**src/rtl/mmio_fifo_port.sv**
```systemverilog
// rtl/mmio_fifo_port.sv - memory-mapped 16-bit push FIFO with valid/ready drain port
// Optional low-water interrupt and THRESH register under MMIO_FIFO_IRQ_EN.
module mmio_fifo_port #(
  parameter logic [3:0] BASE  = 4'h3,
  parameter int         DEPTH = 8
) (
  input  logic        Clock,
  input  logic        Reset,
  input  logic [15:0] ADDR,
  input  logic [15:0] DOUT,
  input  logic        W,
  output logic [15:0] DIN,
  output logic        Sel,
  output logic [15:0] out_data,
  output logic        out_valid,
  input  logic        out_ready
`ifdef MMIO_FIFO_IRQ_EN
  ,
  output logic        Irq
`endif
);

  localparam int AW = $clog2(DEPTH);
  localparam int CW = AW + 1;
  localparam logic [CW-1:0] FULL_CNT = CW'(DEPTH);

  logic [15:0]   ram_q [DEPTH];
  logic [AW-1:0] wr_ptr_q, wr_ptr_d;
  logic [AW-1:0] rd_ptr_q, rd_ptr_d;
  logic [CW-1:0] count_q, count_d;
  logic [15:0]   ovf_q, ovf_d;
  logic [15:0]   din_q, din_d;
  logic          sel_q;

  logic       hit;
  logic [1:0] off;
  logic       full, empty;
  logic       push_req, push, pop, drop, flush;
  logic [7:0] thresh_rd;

  logic unused_addr;
  assign unused_addr = ^ADDR[11:2];

  assign hit       = (ADDR[15:12] == BASE);
  assign off       = ADDR[1:0];
  assign full      = (count_q == FULL_CNT);
  assign empty     = (count_q == '0);
  assign out_valid = ~empty;
  assign out_data  = empty ? 16'h0000 : ram_q[rd_ptr_q];
  assign push_req  = W & hit & (off == 2'd0);
  assign flush     = W & hit & (off == 2'd2);
  assign pop       = out_valid & out_ready;
  // A push into a full FIFO still lands when the consumer frees a slot this cycle.
  assign push      = push_req & (~full | pop);
  assign drop      = push_req & full & ~pop;

`ifdef MMIO_FIFO_IRQ_EN
  logic [7:0] thresh_q, thresh_d;
  logic       irq_q;

  always_comb begin
    thresh_d = thresh_q;
    if (W && hit && (off == 2'd3)) begin
      thresh_d = DOUT[7:0];
    end
  end

  always_ff @(posedge Clock) begin
    if (Reset) begin
      thresh_q <= 8'h00;
      irq_q    <= 1'b0;
    end else begin
      thresh_q <= thresh_d;
      irq_q    <= (8'(count_q) <= thresh_q);
    end
  end

  assign thresh_rd = thresh_q;
  assign Irq       = irq_q;
`else
  assign thresh_rd = 8'h00;
`endif

  always_comb begin
    wr_ptr_d = wr_ptr_q;
    rd_ptr_d = rd_ptr_q;
    count_d  = count_q;
    ovf_d    = ovf_q;
    if (flush) begin
      // Flush beats a simultaneous pop; the popped word is simply gone.
      wr_ptr_d = '0;
      rd_ptr_d = '0;
      count_d  = '0;
      ovf_d    = 16'h0000;
    end else begin
      if (push) begin
        wr_ptr_d = wr_ptr_q + 1'b1;
      end
      if (pop) begin
        rd_ptr_d = rd_ptr_q + 1'b1;
      end
      case ({push, pop})
        2'b10:   count_d = count_q + 1'b1;
        2'b01:   count_d = count_q - 1'b1;
        default: count_d = count_q;
      endcase
      if (drop && (ovf_q != 16'hFFFF)) begin
        ovf_d = ovf_q + 16'd1;
      end
    end
  end

  always_comb begin
    din_d = 16'h0000;
    if (hit) begin
      case (off)
        2'd0:    din_d = out_data;
        2'd1:    din_d = {full, empty, 6'b000000, 8'(count_q)};
        2'd2:    din_d = ovf_q;
        default: din_d = {8'h00, thresh_rd};
      endcase
    end
  end

  always_ff @(posedge Clock) begin
    if (Reset) begin
      wr_ptr_q <= '0;
      rd_ptr_q <= '0;
      count_q  <= '0;
      ovf_q    <= 16'h0000;
      din_q    <= 16'h0000;
      sel_q    <= 1'b0;
    end else begin
      wr_ptr_q <= wr_ptr_d;
      rd_ptr_q <= rd_ptr_d;
      count_q  <= count_d;
      ovf_q    <= ovf_d;
      din_q    <= din_d;
      sel_q    <= hit;
    end
  end

  always_ff @(posedge Clock) begin
    if (push) begin
      ram_q[wr_ptr_q] <= DOUT;
    end
  end

  assign DIN = din_q;
  assign Sel = sel_q;

endmodule
```
**config.mk**
```make
export PLATFORM = sky130hd
export DESIGN_NAME = mmio_fifo_port
export DESIGN_NICKNAME = d
export VERILOG_FILES = /design/src/rtl/mmio_fifo_port.sv
export SDC_FILE = /design/constraint.sdc
export NUM_CORES = 1
export LEC_CHECK = 0
export CORE_MARGIN = 5
export CORE_UTILIZATION = 60
export DETAILED_ROUTE_END_ITERATION = 10
export PLACE_DENSITY_LB_ADDON = 0.1
export SKIP_LAST_GASP = 1
export SLEW_MARGIN = 40
export SYNTH_ARGS = -nofsm -noshare
export SYNTH_HDL_FRONTEND = slang
export SYNTH_SLANG_ARGS = --single-unit
```
**constraint.sdc**
```tcl
create_clock -name Clock -period 4.3 [get_ports Clock]
set_input_delay 0.43 -clock Clock [delete_from_list [all_inputs] [get_ports Clock]]
set_output_delay 0.43 -clock Clock [all_outputs]
set_load 0.02 [all_outputs]
```
# Yosys cells after proc, flatten, opt, wreduce, memory -nomap -nowiden
# Memories as Yosys holds them, arrays and structs flattened. A register that Yosys moved wholly into a read port is not among the register bits.
# Index checks and enable logic that the tools add are counted.
# word_totals
memories,1
input_bits,36
mem_bits_rw,128
regBits,43
# memory_table
memory,depth,word_bits,rd,rd_clocked_by_memory_dff,wr,line,rtl
ram_q,8,16,1,1,1,27,logic [15:0] ram_q [DEPTH];
# op_classes
addsub,5
mux,7
n_bitwise,12
reduce_logical,6
eq_ne,7
# ops
cell,n
16-bit one-hot mux with 3 select lines,1
"16-bit by 1-bit adder with 16-bit output, second input constant",1
16-bit two-way mux,1
"16-bit != test, second input constant",1
4-bit one-hot mux with 2 select lines,1
1-bit AND,7
"3-bit by 1-bit adder with 3-bit output, second input constant",2
3-bit two-way mux,2
"4-bit by 1-bit adder with 4-bit output, second input constant",1
"2-bit by 1-bit equality test with 1-bit output, second input constant",2
"2-bit equality test, second input constant",2
"4-bit by 2-bit equality test with 1-bit output, second input constant",1
"4-bit equality test, second input constant",1
4-bit zero test,1
1-bit inverter,4
2-bit OR reduction,2
"4-bit by 1-bit subtractor with 4-bit output, second input constant",1
2-bit zero test,1
1-bit two-way mux,2
2-bit nonzero test,1
1-bit logical AND,1
1-bit bitwise OR,1

# Depth between registers and ports, before layout
# depth
ltp_word,7
depth_mapped,8

# Least setup slack after synthesis
# OpenSTA, ideal clock, no wires.
# synth_path
kind,input to register
start,in ADDR[14]
end,"mem ram_q[4][0], enable pin"
setup_slack_ns,1.269
path_buffers,1
cell_stages,5
setup_ns,0.413
arrival_ns,2.618
required_time_ns,3.887
path_cell_list,and4bb_2 > buf_6 > nand2_1 > or3_1 > nor3b_1
# synth_between
elab_chain_cells,6
# synth_lines
item,line,rtl
from (decl),9,"input logic [15:0] ADDR,"
4-bit by 2-bit equality test with 1-bit output,44,assign hit = (ADDR[15:12] == BASE);
1-bit AND (2 in series),50,assign push_req = W & hit & (off == 2'd0);
1-bit AND,54,assign push = push_req & (~full | pop);
1-bit two-way mux,144,if (push) begin
1-bit two-way mux (implied by the code),145,ram_q[wr_ptr_q] <= DOUT;
to (decl),27,
# Every way passes these cells.

==> Flow_metrics.wiki <==
{| class="wikitable"
! Metric !! Value
|-
| Run status || finished, final reports clean
|-
| Detailed-route wire length || 15000 um
|-
| Net count of the mapped netlist || 520
|-
| Fin. Hold Viols || 0
|-
| Global placer's final weighted congestion || 0.9209
|-
| R2R Path Start || count_q[0]$_SDFFE_PP0P_
|-
| Std-Cell Core Area || 11560 um^2
|-
| RSZ-0062 raised after global routing || false
|-
| Total grt overflow || 0
|-
| Vertical die dimension || 119.1 um
|-
| Syn Area/Cell || approximately 15 um^2
|-
| Wire length of the first global-routing pass || 23670 um
|-
| Simple-gate area share of the yosys netlist || 0.1127
|-
| Crit path time final || 3217 ps
|-
| Portion of total power attributed to the clock network || 0.408
|-
| Setup bufs post-CTS || 0
|-
| Half-perimeter wire length after placement || between 9000 and 10000 um
|-
| Average routed wire per standard cell || around 21 um
|-
| Cell with the largest stage delay on the worst path || dfxtp_2
|-
| Number of warning messages in the yosys log || 0
|-
| Worst slack at placement || 1360 ps
|-
| Post-Layout Inst Area || ~8500 um^2
|-
| Main combinational cell family by area after synthesis || multiplexers
|-
| Die ar. || roughly 14000 um^2
|-
| Compound-cell area share of the yosys netlist || 0.06361
|-
| Total via count in the routed design || 4429
|-
| First-pass iteration count of the detailed router || 5
|-
| Setup slack on the worst flop-to-flop path || 1960 ps
|-
| Drt first-iter violations || 470
|-
| Maxcap violations || 0
|-
| Worst reg2reg path depth || 7
|-
| Post-layout worst setup margin || about 1100 ps
|-
| Total count of max-transition violations in the final report || 0
|-
| Effective utilization at floorplan || 0.6174
|-
| Internal Power || 3.003 mW
|-
| Largest net degree at the start of global routing || 27
|-
| Root Driver || clkbuf_16
|-
| Type of the worst setup path || reg -> out
|-
| Capturing element type of the critical path || primary output
|-
| Flip-flop cell with the highest count after synthesis || edfxtp_1
|-
| Worst clock skew on the final layout || between 8 and 9 ps
|-
| CTS Buf Count || 17
|-
| Portion of netlist area occupied by mux cells || 0.1255
|-
| Share of final-layout standard cells stronger than drive strength 1 || 0.1500
|-
| Cell-by-cell listing of the critical path || buf_4 > mux4_2 > mux2i_1 > nor2_1 > clkdlybuf4s50_1
|-
| Layout net count || 587
|-
| EDFF count, synth || 128
|-
| Hold path start || rd_ptr_q[1]$_SDFFE_PP0N_
|-
| Leakage power summed over all cells || 2.711 nW
|-
| Synth Area in Adders || 0.007009
|-
| Worst-margin pin slew || 672.8 ps
|-
| Largest stage delay, worst path || approximately 670 ps
|-
| Seq pwr share || 0.468
|-
| Pwr per Cell Area || 456.5 nW/um^2
|-
| CTS hold repair buffers || 0
|-
| Drc violations || 0
|-
| Clock tree from TritonCTS || built
|-
| Antenna Diode Count || 0
|-
| Flip-flop and latch count after synthesis || approximately 170
|-
| Setup violators final || 0
|-
| Peak ir drop on the vdd network || 0.4703 mV
|-
| Final design utilization || 0.7392
|-
| CTS HTree Levels || 4
|-
| NetSw || roughly 0.90 mW
|-
| Post-synth cell types || 52
|-
| Die width || 119.1 um
|-
| Number of standard cells after synthesis || 480
|-
| Portion of the post-synthesis area used by sequential elements || 0.6673
|-
| Tot Pwr || 3.903 mW
|-
| Cell count of the worst hold path || 2
|-
| Share of the synthesized netlist area taken by xor and xnor gates || 0.003680
|-
| Post-route insts no fill || 703
|-
| Placed cell areas || between 7000 and 8000 um^2
|-
| Peak fanout along the critical path || 20
|-
| Max_slew headroom || 0.5495
|-
| Post-route worst hold slack || 480.3 ps
|-
| Number of buffers added on ports || 59
|-
| Fraction of power consumed by combinational cells || 0.124
|-
| Average vias per placed instance || 6.300
|-
| Total number of clock tree sinks || about 170
|-
| FMAX || 310.8 MHz
|-
| Clock slew at reported path FFs || ~60 ps
|-
| Netlist area before placement || 7141 um^2
|-
| DRT antenna net count || 0
|-
| Maximum buffer depth of the clock tree || 2
|-
| Synthesis-to-finish area growth || 19.71%
|-
| Gr usage total || 0.2206
|-
| Total of cells resized after clock tree synthesis || 0
|-
| Worst setup SP type || flip-flop
|-
| Initial antenna violation count || 0
|-
| HP Class || reg -> reg
|-
| Fraction of synthesis flops using an asynchronous set or reset pin || 0
|-
| # IOs || 70
|-
| Critical R2R Capture || count_q[2]$_SDFFE_PP0P_
|-
| Period utilization || 0.7482
|-
| Cells after DPL || 671
|-
| Required time at the endpoint of the critical path || 3870 ps
|-
| Final TNS setup || 0 ps
|-
| Switching portion of total power || 0.2304
|-
| Placement Rows || 39
|-
| Data arrival time at the worst-slack endpoint || about 2800 ps
|-
| Worst skew pair latency || around 420 ps
|-
| Number of global-route vias before repair || 4330
|}
[sequential cells by signal, indices dropped and copies added, names as in the netlist, named ones only]
register / flops
DIN: 16
rd_ptr_q: 3
count_q: 4
ram_q: 128
wr_ptr_q: 3
Sel: 1
ovf_q: 16
[routing by layer]
layer,global-route usage,vias up,part of all wire
met2,0.3642,152,0.50
met1,0.2856,2226,0.42
li1,-,2034,-
met5,0,-,0
met3,0.06351,17,0.071
met4,0.06734,0,0.011
[cells in the final DEF (no fill, tap or decap), drive strengths merged, types with 8 or more instances in the layout]
cell type	n
a21oi	24
a22oi	9
buf	15
clkbuf	19
clkdlybuf4s50	59
dfxtp	46
edfxtp	128
inv	10
mux2i	40
mux4	22
nand2	25
nand2b	10
nand3	13
nand4	13
nor2	24
o2bb2ai	10
or4	8
[worst max path at each step]
stage,startpoint,endpoint,slack (ps)
finish,flip-flop,out_data[4],1080
floorplan,ADDR[14],ram_q[4][0]$_DFFE_PP_,1270
detailed placement,ADDR[0],ram_q[4][9]$_DFFE_PP_,1360
CTS,flip-flop,out_data[12],1060
global placement,ADDR[0],ram_q[4][9]$_DFFE_PP_,1380
global route,flip-flop,out_data[12],930
[power by group through the flow]
| stage | sequential, mW | clock (mW) | combinational, mW |
|---|---|---|---|
| 5_1_grt | 1.83 | 1.69 | 0.517 |
| 4_1_cts | 1.83 | 1.62 | 0.487 |
| 6_report | 1.83 | 1.59 | 0.482 |
| 3_3_place_gp | 1.86 | 0 | 0.474 |
| 3_5_place_dp | 1.86 | 0 | 0.481 |
| 2_1_floorplan | 1.86 | 0 | 0.291 |
[kinds of logic (layout without fill, tap and decap cells)]
family,count (synthesis),in the layout
fa+ha+maj,4,4
mux,62,62
xor+xnor,3,3
simple gates,139,139
buf+inv,31,111
compound gates,67,67
flops,174,174
[final cells by class]
type / count / area, um^2
clock buffers: 19 / 432.9
fillers: 742 / 3017
inverters: 5 / 18.77
clock inverters: 13 / 183.9
flip-flops and latches: 174 / 4767
well taps: 143 / 178.9
repair buffers: 74 / 703.2
multi-input cells: 275 / 2263
[critical path, delay by kind of cell, from the launching register on]
family                 cells  cell delay, ps
buffers and inverters      2             930
multiplexers               2             690
AND/OR/NAND/NOR            1              70
flip-flops                 1             670
[Yosys cell counts (all sizes together), types with 8 or more instances]
master,instances,share of area
nand4,13,0.012
or4,8,0.0088
mux2i,40,0.056
buf,15,0.012
edfxtp,128,0.54
nand2,25,0.013
a22oi,9,0.0095
dfxtp,46,0.13
nor2,24,0.013
nand3,13,0.0091
a21oi,24,0.017
o2bb2ai,10,0.012
mux4,22,0.069
clkbuf,11,0.0058
nand2b,10,0.0088
No activity file was read; power rests on OpenSTA's default activity.
